## config.mk

```make
export PLATFORM = sky130hd
export DESIGN_NAME = bnn_roll_sched
export DESIGN_NICKNAME = d
export VERILOG_FILES = /design/src/rtl/bnn_roll_sched.sv
export SDC_FILE = /design/constraint.sdc
export NUM_CORES = 1
export LEC_CHECK = 0
export CORE_AREA = 10 10 101 147
export DETAILED_ROUTE_END_ITERATION = 7
export DIE_AREA = 0 0 111 157
export HOLD_SLACK_MARGIN = 0.15
export PLACE_DENSITY_LB_ADDON = 0.15
export SLEW_MARGIN = 10
export SYNTH_ARGS = -nofsm -noshare
export SYNTH_HDL_FRONTEND = slang
export SYNTH_SLANG_ARGS = --single-unit
```

## constraint.sdc

```tcl
create_clock -name clk -period 2.45 [get_ports clk]
set_input_delay 0.245 -clock clk [delete_from_list [all_inputs] [get_ports clk]]
set_output_delay 0.245 -clock clk [all_outputs]
set_load 0.01 [all_outputs]
```

## src/rtl/bnn_roll_sched.sv

```systemverilog
// ============================================================================
// Module  : bnn_roll_sched
// Brief   : Handshaked sequencer for a rolled BNN core: latches a sample,
//           pulses the core restart, waits out its latency, returns the class.
// Option  : BNN_ROLL_SCHED_PERF_EN enables the busy_cycles counter.
// Rev     : 1.0  initial release
// ============================================================================
`default_nettype none

module bnn_roll_sched #(
  parameter int FEAT_CNT   = 16,
  parameter int FEAT_BITS  = 4,
  parameter int HIDDEN_CNT = 40,
  parameter int CLASS_CNT  = 10,
  parameter int RUN_CYCLES = 2 * HIDDEN_CNT,
  parameter int TAG_BITS   = 8
) (
  input  logic                           clk,
  input  logic                           rst,
  input  logic                           in_valid,
  output logic                           in_ready,
  input  logic [FEAT_BITS*FEAT_CNT-1:0]  in_features,
  input  logic [TAG_BITS-1:0]            in_tag,
  output logic [FEAT_BITS*FEAT_CNT-1:0]  core_features,
  output logic                           core_rst,
  input  logic [$clog2(CLASS_CNT)-1:0]   core_prediction,
  output logic                           out_valid,
  input  logic                           out_ready,
  output logic [$clog2(CLASS_CNT)-1:0]   out_class,
  output logic [TAG_BITS-1:0]            out_tag,
  output logic                           out_err,
  output logic [15:0]                    done_cnt,
  output logic [31:0]                    busy_cycles
);

  localparam int               CLS_W       = $clog2(CLASS_CNT);
  localparam logic [15:0]      C_RUN_LOAD  = 16'(RUN_CYCLES - 1);
  localparam logic [CLS_W:0]   C_CLASS_LIM = (CLS_W + 1)'(CLASS_CNT);

  typedef enum logic [1:0] {
    S_IDLE  = 2'd0,
    S_START = 2'd1,
    S_RUN   = 2'd2,
    S_DONE  = 2'd3
  } state_t;

  state_t                          state_q;
  logic [15:0]                     cnt_q;
  logic [FEAT_BITS*FEAT_CNT-1:0]   feat_q;
  logic [TAG_BITS-1:0]             tag_q;
  logic [CLS_W-1:0]                out_class_q;
  logic [TAG_BITS-1:0]             out_tag_q;
  logic                            out_err_q;
  logic                            out_valid_q;
  logic                            core_rst_q;
  logic [15:0]                     done_cnt_q;
  logic                            accept;

  // Gated by rst so the source never sees ready while the block is held in reset.
  assign in_ready = (state_q == S_IDLE) && rst;
  assign accept   = in_valid && in_ready;

  always_ff @(posedge clk or negedge rst) begin
    if (!rst) begin
      state_q     <= S_IDLE;
      cnt_q       <= '0;
      feat_q      <= '0;
      tag_q       <= '0;
      out_class_q <= '0;
      out_tag_q   <= '0;
      out_err_q   <= 1'b0;
      out_valid_q <= 1'b0;
      core_rst_q  <= 1'b1;
      done_cnt_q  <= '0;
    end else begin
      case (state_q)
        S_IDLE: begin
          core_rst_q <= 1'b1;
          if (accept) begin
            feat_q  <= in_features;
            tag_q   <= in_tag;
            state_q <= S_START;
          end
        end
        S_START: begin
          core_rst_q <= 1'b0;
          cnt_q      <= C_RUN_LOAD;
          state_q    <= S_RUN;
        end
        S_RUN: begin
          if (cnt_q == 16'd0) begin
            out_class_q <= core_prediction;
            out_tag_q   <= tag_q;
            out_err_q   <= ({1'b0, core_prediction} >= C_CLASS_LIM);
            out_valid_q <= 1'b1;
            done_cnt_q  <= done_cnt_q + 16'd1;
            state_q     <= S_DONE;
          end else begin
            cnt_q <= cnt_q - 16'd1;
          end
        end
        S_DONE: begin
          // Core stays out of reset here so its prediction is not disturbed.
          if (out_ready) begin
            out_valid_q <= 1'b0;
            core_rst_q  <= 1'b1;
            state_q     <= S_IDLE;
          end
        end
        default: state_q <= S_IDLE;
      endcase
    end
  end

  assign core_features = feat_q;
  assign core_rst      = core_rst_q;
  assign out_valid     = out_valid_q;
  assign out_class     = out_class_q;
  assign out_tag       = out_tag_q;
  assign out_err       = out_err_q;
  assign done_cnt      = done_cnt_q;

`ifdef BNN_ROLL_SCHED_PERF_EN
  logic [31:0] busy_q;
  logic [31:0] busy_d;

  always_comb begin
    busy_d = busy_q;
    if ((state_q != S_IDLE) && (busy_q != 32'hFFFF_FFFF)) begin
      busy_d = busy_q + 32'd1;
    end
  end

  always_ff @(posedge clk or negedge rst) begin
    if (!rst) begin
      busy_q <= '0;
    end else begin
      busy_q <= busy_d;
    end
  end

  assign busy_cycles = busy_q;
`else
  assign busy_cycles = 32'd0;
`endif

endmodule

`default_nettype wire

```

# Word-level counts from Yosys, hierarchy flattened
# Cells that the tools add are included.
# totals
ff_bits	121
latch_bits	0
ram_bits	0
mem_bits_ro	0
out_inout_bits	128
word_cells	44
n_memories	0
# op_classes
addsub	2
mul	0
n_div	0
order_cmp	1
eq_ne	7
n_shift	0
mux	11
n_bitwise	0
n_reduce_logical	13
# op_table
op	n
one-hot mux 16 bit (2 select lines)	1
adder 16 x 1 -> 16 bit, second input constant	1
zero test 16 bit	1
2-to-1 mux 16 bit	1
subtractor 16 x 1 -> 16 bit, second input constant	1
!= test 2 bit, second input constant	4
one-hot mux 2 bit (4 select lines)	1
AND reduction 2 bit	4
2-to-1 mux 2 bit	3
AND reduction 3 bit	2
equality test 2 bit, second input constant	2
greater-or-equal comparator 4 bit, second input constant	1
nonzero test 2 bit	2
2-to-1 mux 1 bit	3
one-hot mux 1 bit (3 select lines)	1
nonzero test 3 bit	1
equality test 2 x 1 -> 1 bit, second input constant	1
logical AND 1 bit	2
zero test 2 bit	1
one-hot mux 1 bit (2 select lines)	1

# Logic depth before layout (Yosys ltp)
# logic_depth
depth_word	5
depth_mapped	10

# Worst setup path before layout
# Ideal clock, no wire load.
# synth_timing
path_kind	reg2reg
start	register cnt_q[0]
end	register cnt_q[7]
setup_ns	0.140
arrival_time_ns	1.941
path_slack_ns	0.370
path_stages_with_launch	10
path_buffers	2
period_less_slack_ns	2.080
cell_sequence	dfrtp_1 inv_1 ha_1 nor3b_1 and4_2 buf_2 a21bo_2 clkbuf_1 o311ai_0 o41ai_1
# synth_via
elab_chain_len	3
# synth_lines
item	line_no	text
start, declared	48	logic [15:0] cnt_q;
start signal, assigned	99	cnt_q <= cnt_q - 16'd1;
subtractor 16 x 1 -> 16 bit / zero test 16 bit (equally long branches)	99, 91	
2-to-1 mux 16 bit / != test 2 bit (equally long branches)	-	
one-hot mux 16 bit (2 select lines) / AND reduction 2 bit (equally long branches)	-	
# Several ways; a longest one is shown, not always the timed one. The select of a mux whose other input is x is not followed.
# A chain may end at the register's enable or synchronous reset.

# Worst setup path after layout
# layout_timing
start	register cnt_q[6]
end	register cnt_q[13]
# The elaborated chain is that of the path after synthesis.

==> results.sh <==
export IMPL_status="complete, no violations"
export IMPL_grtUsageTotal_pct=15.43
export IMPL_cts_tree="done"
export IMPL_synthCells=425
export IMPL_yosysSeqAreaShare_pct=57.67
export IMPL_cap_viol_max_count=0
export IMPL_cp_max_fo=8
export IMPL_final_cell_mix="clkdlybuf4s50_1, dfrtp_1, mux2_2"
export IMPL_nets=697
export IMPL_grt_max_degree=74
export IMPL_io_pins=208
export IMPL_setup_viol=0
export IMPL_initial_utilization_pct=42.62
export IMPL_power_density_nw_per_um2=1111
export IMPL_async_flop_share_pct=100.0
export IMPL_yosys_warnings=0
export IMPL_grt_pass1_vias=4088
export IMPL_critPathCaptureType="flip-flop"
export IMPL_fin_area_um2=7751
export IMPL_vias_per_cell=4.849
export IMPL_num_rows=50
export IMPL_rsz0062_at_grt="no"
export IMPL_yosysUniqueCellTypes=43
export IMPL_hpwlAfterDp_mm=10.35
export IMPL_avgSynthCellArea_um2=12.36
export IMPL_clk_pin_slew_ns=0.05
export IMPL_ir_worst_vdd_mv=0.6874
export IMPL_die_h_um=157
export IMPL_drt_wl_total_mm=13.61
export IMPL_area_delta_synth_final_pct=47.57
export IMPL_worstMarginPinSlew_ns=0.8029
export IMPL_cts_root_buffer="clkbuf_16"
export IMPL_htreeDepth=4
export IMPL_wl_per_cell_um=17.47
export IMPL_hold_class="primary input to asynchronous set/reset pin"
export IMPL_finalSetupTns_ns=0
export IMPL_dr_wl_met2_mm=7.164
export IMPL_critPathKind="flip-flop to flip-flop"
export IMPL_io_buffers=175
export IMPL_die_w_um=111
export IMPL_finalCritPeriodShare_pct=87.43
export IMPL_drt_iter0_drc=119
export IMPL_clock_fmax_ghz=0.4668
export IMPL_ant_nets=0
export IMPL_netlist_area_um2=5253
export IMPL_vias=3777
export IMPL_maxSlewHeadroom_pct=46.48
export IMPL_firstDrtPassIters=7
export IMPL_synth_edff_count=0
export IMPL_period_needed_ns=2.142
export IMPL_antenna_found_initial=0
export IMPL_die_area_um2=17430
export IMPL_slew_viol_final=0
export IMPL_wl_met1_mm=4.743
export IMPL_clkSinkCount=121
export IMPL_grt_pass1_wl_mm=21.67
export IMPL_rrSetupSlack_ns=0.31
export IMPL_gp_congestion=0.7633
export IMPL_layout_commonest_cell="clkdlybuf4s50_1"
export IMPL_finClkSkew_ns=0.007343
export IMPL_wl_met3_mm=1.537
export IMPL_post_route_drc_count=0
export IMPL_highest_layer="met4"
export IMPL_cp_data_required_time_ns=2.71
export IMPL_synth_seq_cells=121
export IMPL_post_cts_buffers=0
export IMPL_coreArea_um2=12320
export IMPL_drive_gt1_share_pct=19.58
export IMPL_insertion_delay_ns=0.41
export IMPL_arrival_ns=2.41
export IMPL_placed_area_um2=7083
export IMPL_antennaDiodeCount=0
export IMPL_final_util_pct=62.89
export IMPL_hold_violations=0
export IMPL_p_leak_nw=3.433
export IMPL_grt_overflow_total=0
export IMPL_synth_ff_type="dfrtp_1"
export IMPL_numCtsBuffers=17
export IMPL_clock_path_buffers=2
export IMPL_start_kind="flip-flop"
==> through the flow <==
stage	power [mW]	setup slack, ns	std cells	hold WS, ns
6_report	8.615	0.3079	779	0.2354
5_1_grt	9.086	0.1042	779	0.2462
4_1_cts	8.727	0.2282	779	0.2344
3_5_place_dp	5.965	0.2369	746	0.1154
3_3_place_gp	5.907	0.3069	746	0.1123
2_1_floorplan	4.343	0.3697	456	-0.05059
==> registers in the layout, summed over array words and instances, names as in the netlist <==
signal and cells:
cnt_q 16, core_features 64, core_rst 1, done_cnt 16, out_class 4, out_err 1
out_tag 8, out_valid 1, state_q 2, tag_q 8
==> routing by layer <==
layer	vias to the layer above	track usage, %
li1	1765	-
met1	1867	15.25
met2	136	26.35
met3	9	8.610
met4	0	6.157
met5	-	0
==> kinds of logic (layout without fill, tap and decap cells) <==
kind of cell               count (synthesis)  in the layout  synth area share [%]
AOI/OAI and AO/OA                         23             23                 3.621
muxes                                     80             80                 16.96
adders and majority gates                  7              7                 1.667
DFF                                      121            121                 57.67
buffers and inverters                     56            223                 6.312
other                                      1             32               0.07139
and+or+nand+nor                          119            119                 10.70
xor gates and xnor gates                  18             18                 3.001
==> cell usage after synthesis, drive strengths merged, types with 2 or more instances <==
library cell	count	area, um^2
a2111oi	2	36.29
a21oi	3	15.01
and2	3	18.77
and3	2	12.51
buf	34	249.0
clkbuf	15	56.30
dfrtp	120	3003
ha	7	87.58
inv	7	26.28
mux2	72	810.8
mux2i	8	80.08
nand2	57	214.0
nand3	6	30.03
nand4	5	31.28
nor2	17	63.81
nor2b	3	18.77
nor3	7	35.03
nor3b	2	15.01
nor4	10	62.56
o21ai	5	25.02
o311ai	2	17.52
o31ai	2	15.01
o41ai	2	17.52
or4	3	30.03
xnor2	4	35.03
xor2	14	122.6
==> path summary, 6_finish.rpt <==
check,cells past startpoint,to,start
worst min-delay path,2,cnt_q[10],rst
min in group clk,3,out_class[0],core_prediction[0]
max in group asynchronous,3,core_features[13],rst
worst min register to register,2,out_tag[5],tag_q[5]
worst max register to register,5,cnt_q[13],cnt_q[6]
worst max-delay path,5,cnt_q[13],cnt_q[6]
==> worst max-delay path, stage by stage, from the launching register on <==
cell,delay [ns]
dfrtp_1,0.45
or4_4,0.52
or4_4,0.53
a2111oi_4,0.30
xnor2_1,0.16
nor2_1,0.05
==> final cells by class <==
cell class	instances	area [um^2]
sequential	121	3029
tap	156	195.2
fill	980	4573
inverter	7	26.28
timing repair buffer	184	1832
clock buffer	20	466.7
clock inverter	12	186.4
multi-input combinational	279	2016
==> report_power, final <==
| group | switching, mW | leakage [nW] | total (mW) | internal (mW) |
|---|---|---|---|---|
| clock | 0.914 | 0.310 | 2.71 | 1.80 |
| combinational | 1.15 | 1.63 | 2.87 | 1.72 |
| sequential | 0.354 | 1.50 | 3.04 | 2.68 |
| total | 2.42 | 3.43 | 8.61 | 6.20 |
==> repair_timing <==
action                                  4_1_cts  5_1_grt
endpoints found under the hold margin        30        0
resized for setup                             0        1
hold buffers                                  1        0
endpoints found under the setup margin        0        2
No activity file was read; power rests on OpenSTA's default activity.
